File: src/rtl/l2_arb_pkg.sv
// l2_arb_pkg: shared TCDM widths, error response word and request/response
// typedefs for the L2 bank round-robin arbiter.
package l2_arb_pkg;

  localparam int TCDM_ADDR_W = 32;
  localparam int TCDM_DATA_W = 32;
  localparam int TCDM_BE_W   = 4;

  // Read data returned for an access that fails the bank address check.
  localparam logic [TCDM_DATA_W-1:0] ERR_RDATA = 32'hBADA_CCE5;

  typedef struct packed {
    logic [TCDM_ADDR_W-1:0] add;
    logic                   wen;    // 1 = read, 0 = write
    logic [TCDM_DATA_W-1:0] wdata;
    logic [TCDM_BE_W-1:0]   be;
  } tcdm_req_t;

  typedef struct packed {
    logic [TCDM_DATA_W-1:0] r_rdata;
    logic                   r_opc;
  } tcdm_resp_t;

  // Width of a master index / priority pointer; never below one bit.
  function automatic int ptr_width(input int n);
    return (n > 1) ? $clog2(n) : 1;
  endfunction

endpackage

File: src/rtl/l2_rr_pick.sv
// l2_rr_pick: combinational round-robin picker. Scans the request vector
// starting at the priority pointer, ascending with wrap-around, and reports
// the first requester as a one-hot grant, a binary index and a valid flag.
module l2_rr_pick #(
  parameter int N_MASTERS = 4,
  parameter int IDX_W     = 2
) (
  input  logic [N_MASTERS-1:0] i_req,
  input  logic [IDX_W-1:0]     i_ptr,
  output logic [N_MASTERS-1:0] o_gnt,
  output logic [IDX_W-1:0]     o_idx,
  output logic                 o_valid
);

  logic [IDX_W-1:0] w_j;

  // Rotating priority scan; the first hit from the pointer onwards wins.
  always_comb begin
    o_gnt   = '0;
    o_idx   = '0;
    o_valid = 1'b0;
    w_j     = '0;
    for (int off = 0; off < N_MASTERS; off++) begin
      w_j = IDX_W'((int'(i_ptr) + off) % N_MASTERS);
      if (!o_valid && i_req[w_j]) begin
        o_valid    = 1'b1;
        o_idx      = w_j;
        o_gnt[w_j] = 1'b1;
      end
    end
  end

endmodule

File: src/rtl/l2_bank_rr_arbiter.sv
// l2_bank_rr_arbiter: shares one single-ported L2 SRAM bank between
// N_MASTERS TCDM requesters with a registered round-robin pointer, drives
// the bank in the grant cycle and routes the 1-cycle read data back.
// Optional build macro: L2_ARB_ADDR_CHECK_EN (bank address range check).
//
// Handshake: a master holds req_i (payload may change) until it sees gnt_o
// in the same cycle; exactly one cycle after every grant the winner sees
// r_valid_o with r_rdata_o/r_opc_o. There is no response back-pressure.
module l2_bank_rr_arbiter
  import l2_arb_pkg::*;
#(
  parameter int          N_MASTERS      = 4,
  parameter int          ADDR_MEM_WIDTH = 12,
  parameter logic [31:0] BANK_BASE      = 32'h1C00_0000
) (
  input  logic                            clk_i,
  input  logic                            rst_i,
  input  logic [N_MASTERS-1:0]            req_i,
  input  logic [N_MASTERS*TCDM_ADDR_W-1:0] add_i,
  input  logic [N_MASTERS-1:0]            wen_i,
  input  logic [N_MASTERS*TCDM_DATA_W-1:0] wdata_i,
  input  logic [N_MASTERS*TCDM_BE_W-1:0]  be_i,
  output logic [N_MASTERS-1:0]            gnt_o,
  output logic [N_MASTERS-1:0]            r_valid_o,
  output logic [N_MASTERS*TCDM_DATA_W-1:0] r_rdata_o,
  output logic [N_MASTERS-1:0]            r_opc_o,
  output logic                            mem_csn_o,
  output logic [ADDR_MEM_WIDTH-1:0]       mem_add_o,
  output logic                            mem_wen_o,
  output logic [TCDM_DATA_W-1:0]          mem_wdata_o,
  output logic [TCDM_BE_W-1:0]            mem_be_o,
  input  logic [TCDM_DATA_W-1:0]          mem_rdata_i
);

  localparam int RR_W = ptr_width(N_MASTERS);

  // Registered state
  logic [RR_W-1:0] r_rr;
  logic            r_resp_v;
  logic [RR_W-1:0] r_resp_idx;
  logic            r_resp_wr;
  logic            r_resp_err;

  // Combinational arbitration signals
  tcdm_req_t              w_req [N_MASTERS];
  tcdm_req_t              w_win;
  tcdm_resp_t             w_resp;
  logic [N_MASTERS-1:0]   w_gnt;
  logic [RR_W-1:0]        w_idx;
  logic                   w_found;
  logic                   w_grant;
  logic                   w_err;
  logic                   w_access;
  logic                   w_unused;

  // Split the flat per-master buses into request structs.
  always_comb begin
    for (int i = 0; i < N_MASTERS; i++) begin
      w_req[i].add   = add_i[i*TCDM_ADDR_W +: TCDM_ADDR_W];
      w_req[i].wen   = wen_i[i];
      w_req[i].wdata = wdata_i[i*TCDM_DATA_W +: TCDM_DATA_W];
      w_req[i].be    = be_i[i*TCDM_BE_W +: TCDM_BE_W];
    end
  end

  l2_rr_pick #(
    .N_MASTERS (N_MASTERS),
    .IDX_W     (RR_W)
  ) u_pick (
    .i_req   (req_i),
    .i_ptr   (r_rr),
    .o_gnt   (w_gnt),
    .o_idx   (w_idx),
    .o_valid (w_found)
  );

  assign w_win   = w_req[w_idx];
  // No grant is issued while reset is asserted.
  assign w_grant = w_found & ~rst_i;

`ifdef L2_ARB_ADDR_CHECK_EN
  localparam int HI_LSB = ADDR_MEM_WIDTH + 2;
  // Winner's upper address bits must select this bank.
  assign w_err = w_grant && (w_win.add[31:HI_LSB] != BANK_BASE[31:HI_LSB]);
`else
  assign w_err = 1'b0;
`endif

  // Only the word-address slice is used by the bank; the rest is dropped.
  assign w_unused = ^{add_i, BANK_BASE};

  assign w_access = w_grant & ~w_err;
  assign gnt_o    = w_grant ? w_gnt : '0;

  // Bank drive: winner's payload when accessing, all zero when deselected.
  always_comb begin
    mem_csn_o   = 1'b1;
    mem_add_o   = '0;
    mem_wen_o   = 1'b0;
    mem_wdata_o = '0;
    mem_be_o    = '0;
    if (w_access) begin
      mem_csn_o   = 1'b0;
      mem_add_o   = w_win.add[ADDR_MEM_WIDTH+1:2];
      mem_wen_o   = w_win.wen;
      mem_wdata_o = w_win.wdata;
      mem_be_o    = w_win.be;
    end
  end

  // Pointer advance past the winner and capture of the pending response.
  always_ff @(posedge clk_i or posedge rst_i) begin
    if (rst_i) begin
      r_rr       <= '0;
      r_resp_v   <= 1'b0;
      r_resp_idx <= '0;
      r_resp_wr  <= 1'b0;
      r_resp_err <= 1'b0;
    end else begin
      if (w_grant) begin
        r_rr <= (w_idx == RR_W'(N_MASTERS-1)) ? '0 : w_idx + 1'b1;
      end
      r_resp_v   <= w_grant;
      r_resp_idx <= w_idx;
      r_resp_wr  <= ~w_win.wen;
      r_resp_err <= w_err;
    end
  end

  // Response word for the pending access: error pattern, zero for writes,
  // otherwise the bank read data arriving this cycle.
  always_comb begin
    w_resp.r_opc   = r_resp_err;
    w_resp.r_rdata = r_resp_err ? ERR_RDATA :
                     (r_resp_wr ? '0 : mem_rdata_i);
  end

  // Route the response to the granted lane only.
  always_comb begin
    r_valid_o = '0;
    r_rdata_o = '0;
    r_opc_o   = '0;
    for (int i = 0; i < N_MASTERS; i++) begin
      if (r_resp_v && !rst_i && (r_resp_idx == RR_W'(i))) begin
        r_valid_o[i]                             = 1'b1;
        r_rdata_o[i*TCDM_DATA_W +: TCDM_DATA_W]  = w_resp.r_rdata;
        r_opc_o[i]                               = w_resp.r_opc;
      end
    end
  end

endmodule

File: config.mk
export PLATFORM = sky130hd
export DESIGN_NAME = l2_bank_rr_arbiter
export DESIGN_NICKNAME = d
export VERILOG_FILES = /design/src/rtl/l2_arb_pkg.sv /design/src/rtl/l2_rr_pick.sv /design/src/rtl/l2_bank_rr_arbiter.sv
export SDC_FILE = /design/constraint.sdc
export NUM_CORES = 1
export LEC_CHECK = 0
export BUFFER_PORTS_ARGS = -buffer_cell sky130_fd_sc_hd__buf_2
export CELL_PAD_IN_SITES_DETAIL_PLACEMENT = 0
export CELL_PAD_IN_SITES_GLOBAL_PLACEMENT = 1
export CORE_AREA = 2 2 193 195
export DETAILED_ROUTE_END_ITERATION = 10
export DIE_AREA = 0 0 195 197
export PLACE_DENSITY = 0.59
export SLEW_MARGIN = 20
export SYNTH_ARGS = -nofsm -noshare
export SYNTH_HDL_FRONTEND = slang
export SYNTH_SLANG_ARGS = --single-unit
File: constraint.sdc
create_clock -name clk_i -period 6.65 [get_ports clk_i]
set_input_delay 1.33 -clock clk_i [delete_from_list [all_inputs] [get_ports clk_i]]
set_output_delay 1.33 -clock clk_i [all_outputs]
set_load 0.01 [all_outputs]
==> summary.txt, run 1 <==
DRT iter0 DRCs - 113
Initial antenna violation count - 4
Most common cell in the netlist - nor2_1
Vias in the first global route - 4,356
Critical Path Source Type - input pin
Routed vias - 4,730
Post-route ant nets - 0
TritonRoute pass-1 iters - 6
Die area - 38,400 sq um
Final worst path period share - 0.761
Core area - 36,300 sq um
Comb pwr share - 0.875
First-pass GRT wire length - 26,400 microns
I/O pin cnt - 504
DR vias/cell - 3.64
Setup TNS - 0 ns
Crit-path cells - buf_2, inv_1, nand2_1, inv_1, nand3_2, buf_4, o22ai_1, buf_2
Hold Path Origin - r_rr[1]
Leak - 3.12 nW
Post-synth top flop - dfrtp_1
Count of final setup violators - 0
Warnings from Yosys - 0
Clk pwr share - 0.056
Adder-cell area share of the yosys netlist - 0.0332
Relative slew slack - 0.340
Power Density - 308 nW/um^2
Worst Skew - 0.00106 ns
# DRC - 0
Clk root buf - clkbuf_16
Global route total overflow - 0
WP data arrival - 3.73 ns
WHS Endpoint - r_rr[1]
Number of port buffers - 419
Worst r2r path cells - 7
Post-DR wirelength/cell - 14.4 microns
Switch Pwr - 0.000938 W
Peak VDD IR - 267 uV
Met1 Usage GRT - 0.105
Largest net degree at the start of global routing - 102
Area grow syn2layout - 85.4%
H-tree levels - 1
Critical path fanouts, max - 35
Chip width - 195 microns
Clk_lat worst skew - 0.23 ns
Commonest cells in the netlist - nor2_1 (135), mux2i_1 (103), o22ai_1 (49), nand2b_1 (33), clkbuf_1 (21)
Top cell type's share of synthesized area - 0.342
Grt peak-use layer - met2
EDFF count, synth - 0
Fin crit period - 5.06 ns
Crit path kind - in2out
Critical path's slowest cell - nand3_2
Hold-critical path depth - 2
Syn_area_per_cell - 6.77 sq um
Sequential share of power - 0.069
Worst Setup End Kind - output pin
WP buf/inv - 5
CTS tree - done
Mux cell area share after synthesis - 0.353
WL final - 18,800 microns
Slack of the critical path - 1.59 ns
Final net count - 1,155
Slowest stage delay, CP - 0.69 ns
Cells after Synth - 445
Seq/Total Area, Yosys - 0.0498
GP Congestion - 0.769
Number of synthesized register bits - 6
Crit path max-delay family - buffers and inverters
CTS Buf Count - 3
Final hold violation count - 0
Sw frac - 0.545
Pre-CTS setup slack - 1.52 ns
Post-Synth Simple-Gate Area - 0.279
WP data required - 5.32 ns
Synth Area in Compound Gates - 0.171
Reg2reg start - r_rr[0]
Worst-path clk slew - 0.03 ns
Hold crit path type - reg2reg
Row count - 70
Post-synthesis cell type count - 40
Setup Buffers After CTS - 0
RSZ-0062 raised after global routing - no
Post-DP HPWL - 15,900 microns
Met2 usage - 0.168
Initial core utilization - 0.0831
Worst-Margin Slew - 0.990 ns
Total GRT Usage - 0.0900
R2r endpoint - r_rr[1]
CTS Hold Bufs - 0
Largest family of logic cells by synthesized area - multiplexers
# Max-Cap Violations - 0
Asr flop ratio synth - 1.00
CTS resizes - 0
Power Internal - 0.000783 W
Status - complete, no violations
Final Max Tran Viols - 0
Reg2reg setup slack - 3.56 ns
Met3 Track Usage GR - 0.0228
Synth area leaders - mux2i_1 (34%), nor2_1 (17%), o22ai_1 (10%)
Leading area contributor after synthesis - mux2i_1
FMAX - 0.198 GHz
Clock buffer depth - 2
Share of layout cells above drive strength 1 - 0.527
Xor/xnor share of the synthesized area - 0.00581
Mapped cell area - 3010 sq um
Clock sinks - 6
Die height - 197 microns
stage by stage:
stage / utilization / power (W) / area, sq um / cells / hold slack (ns)
finish: 0.154 / 0.00172 / 5590 / 1301 / 0.840
global route: 0.154 / 0.00187 / 5580 / 1299 / 0.895
CTS: 0.154 / 0.00175 / 5580 / 1299 / 0.840
detailed placement: 0.152 / 0.00163 / 5510 / 1296 / 0.838
global placement: 0.152 / 0.00163 / 5510 / 1296 / 0.835
floorplan: - / 0.00117 / 3030 / 448 / 0.703
cells in the final DEF, fill, tap and decap left out, types with 2 or more instances in the layout:
cell / netlist / routed
and2_1: 3 / 3
buf_2: 1 / 419
o21ai_0: 4 / 4
a31oi_1: 3 / 3
nor2_1: 135 / 135
xnor2_1: 2 / 2
o2bb2ai_1: 4 / 4
nand2_1: 8 / 8
conb_1: 1 / 4
or3_1: 2 / 2
dfrtp_1: 6 / 6
clkbuf_16: 0 / 3
nand2b_1: 33 / 33
a221oi_1: 4 / 4
o22ai_1: 49 / 49
a21oi_1: 4 / 4
ha_1: 8 / 8
diode_2: 0 / 2
inv_1: 8 / 8
buf_4: 17 / 7
mux2i_1: 103 / 103
sequential cells by signal (all words and copies together), names as in the netlist:
name / flops
r_resp_wr: 1
r_resp_idx: 2
r_rr: 2
r_resp_v: 1
how the worst max path moves through the flow:
stage | slack, ns | end | start | cells after the start
floorplan | 2.57 | mem_add_o[0] | req_i[1] | 8
finish | 1.59 | mem_wdata_o[28] | rst_i | 8
global route | 1.27 | mem_wdata_o[30] | rst_i | 8
CTS | 1.52 | mem_wdata_o[31] | rst_i | 7
global placement | 1.54 | mem_add_o[10] | rst_i | 8
detailed placement | 1.52 | mem_wdata_o[31] | rst_i | 7
worst reg2reg max path, cell delays in order (launching register included):
cell      delay [ns]
dfrtp_1         0.81
inv_1           0.22
ha_1            0.45
inv_1           0.11
a31oi_1         0.15
a32o_1          0.20
nand3_2         0.65
o221ai_2        0.39
cells by family (layout without fill, tap and decap cells):
group / Yosys count / after routing
AOI/OAI and AO/OA: 76 / 76
xor gates and xnor gates: 2 / 2
adders and majority gates: 8 / 8
buffers and inverters: 56 / 439
DFF: 6 / 6
muxes: 105 / 105
other: 1 / 6
and+or+nand+nor: 191 / 191
layer usage:
metal,wire (microns),vias up
met3,1520,12
met4,298,2
met5,16,-
met2,9290,295
li1,-,2332
met1,7640,2089
power groups by stage:
stage | Clock [W] | Combinational, W | Sequential (W)
after detailed placement | 0 | 0.00151 | 0.000119
after floorplan | 0 | 0.00110 | 0.0000664
after global routing | 0.000102 | 0.00164 | 0.000126
after CTS | 0.000100 | 0.00153 | 0.000118
after global placement | 0 | 0.00151 | 0.000121
final | 0.0000970 | 0.00151 | 0.000118
layout make-up:
| cell class | count | area (sq um) |
|---|---|---|
| Antenna cell | 2 | 5.00 |
| Inverter | 9 | 33.8 |
| Fill cell | 4222 | 30700 |
| Multi-Input combinational cell | 386 | 2570 |
| Tap cell | 468 | 586 |
| Timing Repair Buffer | 427 | 2170 |
| Sequential cell | 6 | 150 |
| Clock buffer | 3 | 75.1 |
Power figures use the tool's default switching activity.
==> run 2, diff against run 1 <==
--- a/config.mk
+++ b/config.mk
@@ -5,13 +5,14 @@
 export SDC_FILE = /design/constraint.sdc
 export NUM_CORES = 1
 export LEC_CHECK = 0
+export ABC_AREA = 1
 export BUFFER_PORTS_ARGS = -buffer_cell sky130_fd_sc_hd__buf_2
 export CELL_PAD_IN_SITES_DETAIL_PLACEMENT = 0
 export CELL_PAD_IN_SITES_GLOBAL_PLACEMENT = 1
-export CORE_AREA = 2 2 193 195
+export CORE_AREA = 2 2 194 196
 export DETAILED_ROUTE_END_ITERATION = 10
-export DIE_AREA = 0 0 195 197
-export PLACE_DENSITY = 0.59
+export DIE_AREA = 0 0 196 198
+export PLACE_DENSITY = 0.65
 export SLEW_MARGIN = 20
 export SYNTH_ARGS = -nofsm -noshare
 export SYNTH_HDL_FRONTEND = slang
==> constraint.sdc (replaced) <==
create_clock -name clk_i -period 4.7 [get_ports clk_i]
set_input_delay 0.94 -clock clk_i [delete_from_list [all_inputs] [get_ports clk_i]]
set_output_delay 0.94 -clock clk_i [all_outputs]
set_load 0.01 [all_outputs]
==> summary.txt, run 2 <==
Hold crit path type - in2async (was reg2reg)
Post-synth top flop - dfrtp_1 (unchanged)
WP data required - 3.76 ns (was 5.32 ns)
Clock sinks - 6 (unchanged)
Clock buffer depth - 2 (unchanged)
Count of final setup violators - 0 (unchanged)
DR vias/cell - 3.86 (was 3.64)
Mapped cell area - 4070 sq um (was 3010 sq um)
RSZ-0062 raised after global routing - no (unchanged)
Crit path kind - reg2out (was in2out)
WP data arrival - 3.33 ns (was 3.73 ns)
Final Max Tran Viols - 0 (unchanged)
Initial antenna violation count - 2 (was 4)
Power Density - 770 nW/um^2 (was 308 nW/um^2)
Share of layout cells above drive strength 1 - 0.366 (was 0.527)
First-pass GRT wire length - 34,400 microns (was 26,400 microns)
Critical Path Source Type - register (was input pin)
DR top layer - met5 (unchanged)
Largest regs - r_resp_idx (2), r_rr (2) (unchanged)
Leading area contributor after synthesis - nand3_1 (was mux2i_1)
Worst-path clk slew - 0.03 ns (about the same)
Die area - 38,800 sq um (was 38,400 sq um)
Routed vias - 6,736 (was 4,730)
TritonRoute pass-1 iters - 5 (was 6)
Fin crit period - 4.27 ns
Core area - 37,000 sq um (was 36,300 sq um)
Worst setup path start - r_rr[1] (was rst_i)
End point of the critical path - mem_wdata_o[25] (was mem_wdata_o[28])
Total power - 0.00521 W (was 0.00172 W)
Setup Buffers After CTS - 0 (unchanged)
Warnings from Yosys - 0 (unchanged)
Met1 WL - 9570 microns (was 7640 microns)
Worst Skew - 0.00177 ns (was 0.00106 ns)
Asr flop ratio synth - 1.00 (unchanged)
Largest net degree at the start of global routing - 69 (was 102)
Peak VDD IR - 484 uV (was 267 uV)
Clk root buf - clkbuf_16 (unchanged)
Final hold violation count - 0 (unchanged)
Final worst path period share - 0.909
Synth area leaders - nand3_1 (26%), inv_1 (20%), nand2_1 (15%) (was mux2i_1 (34%), nor2_1 (17%), o22ai_1 (10%))
WL final - 24,100 microns (was 18,800 microns)
Placed cells - 1,740 (was 1,296)
Setup TNS - 0 ns (unchanged)
Critical path fanouts, max - 29 (was 35)
Number of port buffers - 419 (unchanged)
Leak - 4.50 nW (was 3.12 nW)
EDFF count, synth - 0 (unchanged)
# DRC - 0 (unchanged)
Post-DP HPWL - 19,600 microns (was 15,900 microns)
CTS Hold Bufs - 0 (unchanged)
Syn_area_per_cell - 4.59 sq um (was 6.77 sq um)
H-tree levels - 1 (unchanged)
Chip width - 196 microns (was 195 microns)
Initial core utilization - 0.110 (was 0.0831)
Relative slew slack - 0.571 (was 0.340)
Top cell type's share of synthesized area - 0.261 (was 0.342)
Commonest cells in the netlist - inv_1 (215), nand3_1 (212), nand2_1 (167), nor2_1 (132), a21oi_1 (49) (was nor2_1 (135), mux2i_1 (103), o22ai_1 (49), nand2b_1 (33), clkbuf_1 (21))
FMAX - 0.234 GHz
Most frequent cells in the layout - buf_2 (419), inv_1 (215), nand3_1 (211) (was buf_2 (419), nor2_1 (135), mux2i_1 (103))
Row count - 71 (was 70)
Area grow syn2layout - 66.2% (was 85.4%)
Post-route ant nets - 0 (unchanged)
Worst r2r path cells - 11 (was 7)
Status - complete, no violations (unchanged)
GP Congestion - 0.858 (was 0.769)
Seq/Total Area, Yosys - 0.0369 (was 0.0498)
Non-filler cells in the finished layout - 1,744 (was 1,301)
Total GRT Usage - 0.114 (was 0.0900)
CTS tree - done (unchanged)
Worst-Margin Slew - 0.642 ns (was 0.990 ns)
Die height - 198 microns (was 197 microns)
Reg2reg start - r_rr[1] (was r_rr[0])
Cells after Synth - 887 (was 445)
Vias in the first global route - 6,018 (was 4,356)
Clk_lat worst skew - 0.23 ns (about the same)
R2r endpoint - r_rr[1] (unchanged)
Global route total overflow - 0 (unchanged)
CTS resizes - 0 (unchanged)
Post-synthesis cell type count - 29 (was 40)
Most common cell in the netlist - inv_1 (was nor2_1)
CTS Buf Count - 3 (unchanged)
Most common cell after layout, fill and taps aside - buf_2 (unchanged)
Final net count - 1,593 (was 1,155)
Worst Setup End Kind - output pin (unchanged)
DRT iter0 DRCs - 243 (was 113)
Reg2reg setup slack - 1.68 ns (was 3.56 ns)
Metal2 WL - 12,500 microns (was 9290 microns)
Met3 routed WL - 1710 microns (was 1520 microns)
Number of synthesized register bits - 6 (unchanged)
I/O pin cnt - 504 (unchanged)
# Max-Cap Violations - 0 (unchanged)
Post-DR wirelength/cell - 13.8 microns (was 14.4 microns)
==> run 2: changes by cell type after synthesis, moves of 8 or more <==
cell / delta
nand3_1: +210
inv_1: +207
nand2_1: +159
mux2i_1: -103
o22ai_1: -49
a21oi_1: +45
nand2b_1: -33
buf_2: +12
nand2_2: +8
==> run 2: routing by layer <==
metal  vias up  global-route usage
met5         -                   0
met3        24              0.0201
li1       3435                   -
met4         2              0.0205
met2       325               0.225
met1      2950               0.128
==> run 2: report_power, final <==
group / internal (W) / switching, W
Combinational: 0.00164 / 0.00333
Clock: 0.000109 / 0.0000305
Sequential: 0.0000804 / 0.0000250
==> run 2: cells by family (layout without fill, tap and decap cells) <==
logic type / Yosys count / after routing / share of synthesized area
adder cells (fa/ha/maj): 8 / 8 / 0.0246
AO/OA/AOI/OAI: 58 / 58 / 0.0756
AND/OR/NAND/NOR: 532 / 532 / 0.579
flip-flops: 6 / 6 / 0.0369
other: 1 / 5 / 0.000921
buffers and inverters: 282 / 661 / 0.283
==> run 2: critical path: stages, from the launching register on <==
cell     delay [ns]
dfrtp_1        0.50
inv_1          0.25
ha_1           0.47
inv_1          0.11
nand2_1        0.09
nand2_2        0.10
nor2_8         0.18
nand2_2        0.08
nor2_4         0.16
nand2_1        0.08
nand2_2        0.30
buf_12         0.24
nand3_1        0.10
a21oi_1        0.22
buf_2          0.18
==> run 2: area by class of cell <==
cell class / count / area [sq um]
fillers: 4405 / 30200
multi-input cells: 602 / 2800
repair buffers: 442 / 2330
inverters: 216 / 816
well taps: 474 / 593
flip-flops and latches: 6 / 150
clock buffers: 3 / 75.1
diodes: 1 / 2.50
==> run 2: worst min path at each step <==
stage / start / endpoint / cells past startpoint
2_1_floorplan: r_rr[0] / r_rr[0] / 3
4_1_cts: rst_i / r_resp_wr / 3
5_1_grt: rst_i / r_resp_wr / 3
6_report: rst_i / r_resp_wr / 3
3_5_place_dp: r_rr[0] / r_rr[0] / 3
3_3_place_gp: r_rr[0] / r_rr[0] / 3
==> run 2: stage by stage <==
step           setup WS (ns)   util  instance area, sq um  hold slack, ns
6_report               0.426  0.183                  6770           0.740
3_3_place_gp           0.664  0.181                  6690           0.782
3_5_place_dp           0.642  0.181                  6690           0.787
5_1_grt                0.233  0.183                  6770           0.755
2_1_floorplan           1.52      -                  4080           0.699
4_1_cts                0.404  0.183                  6770           0.753
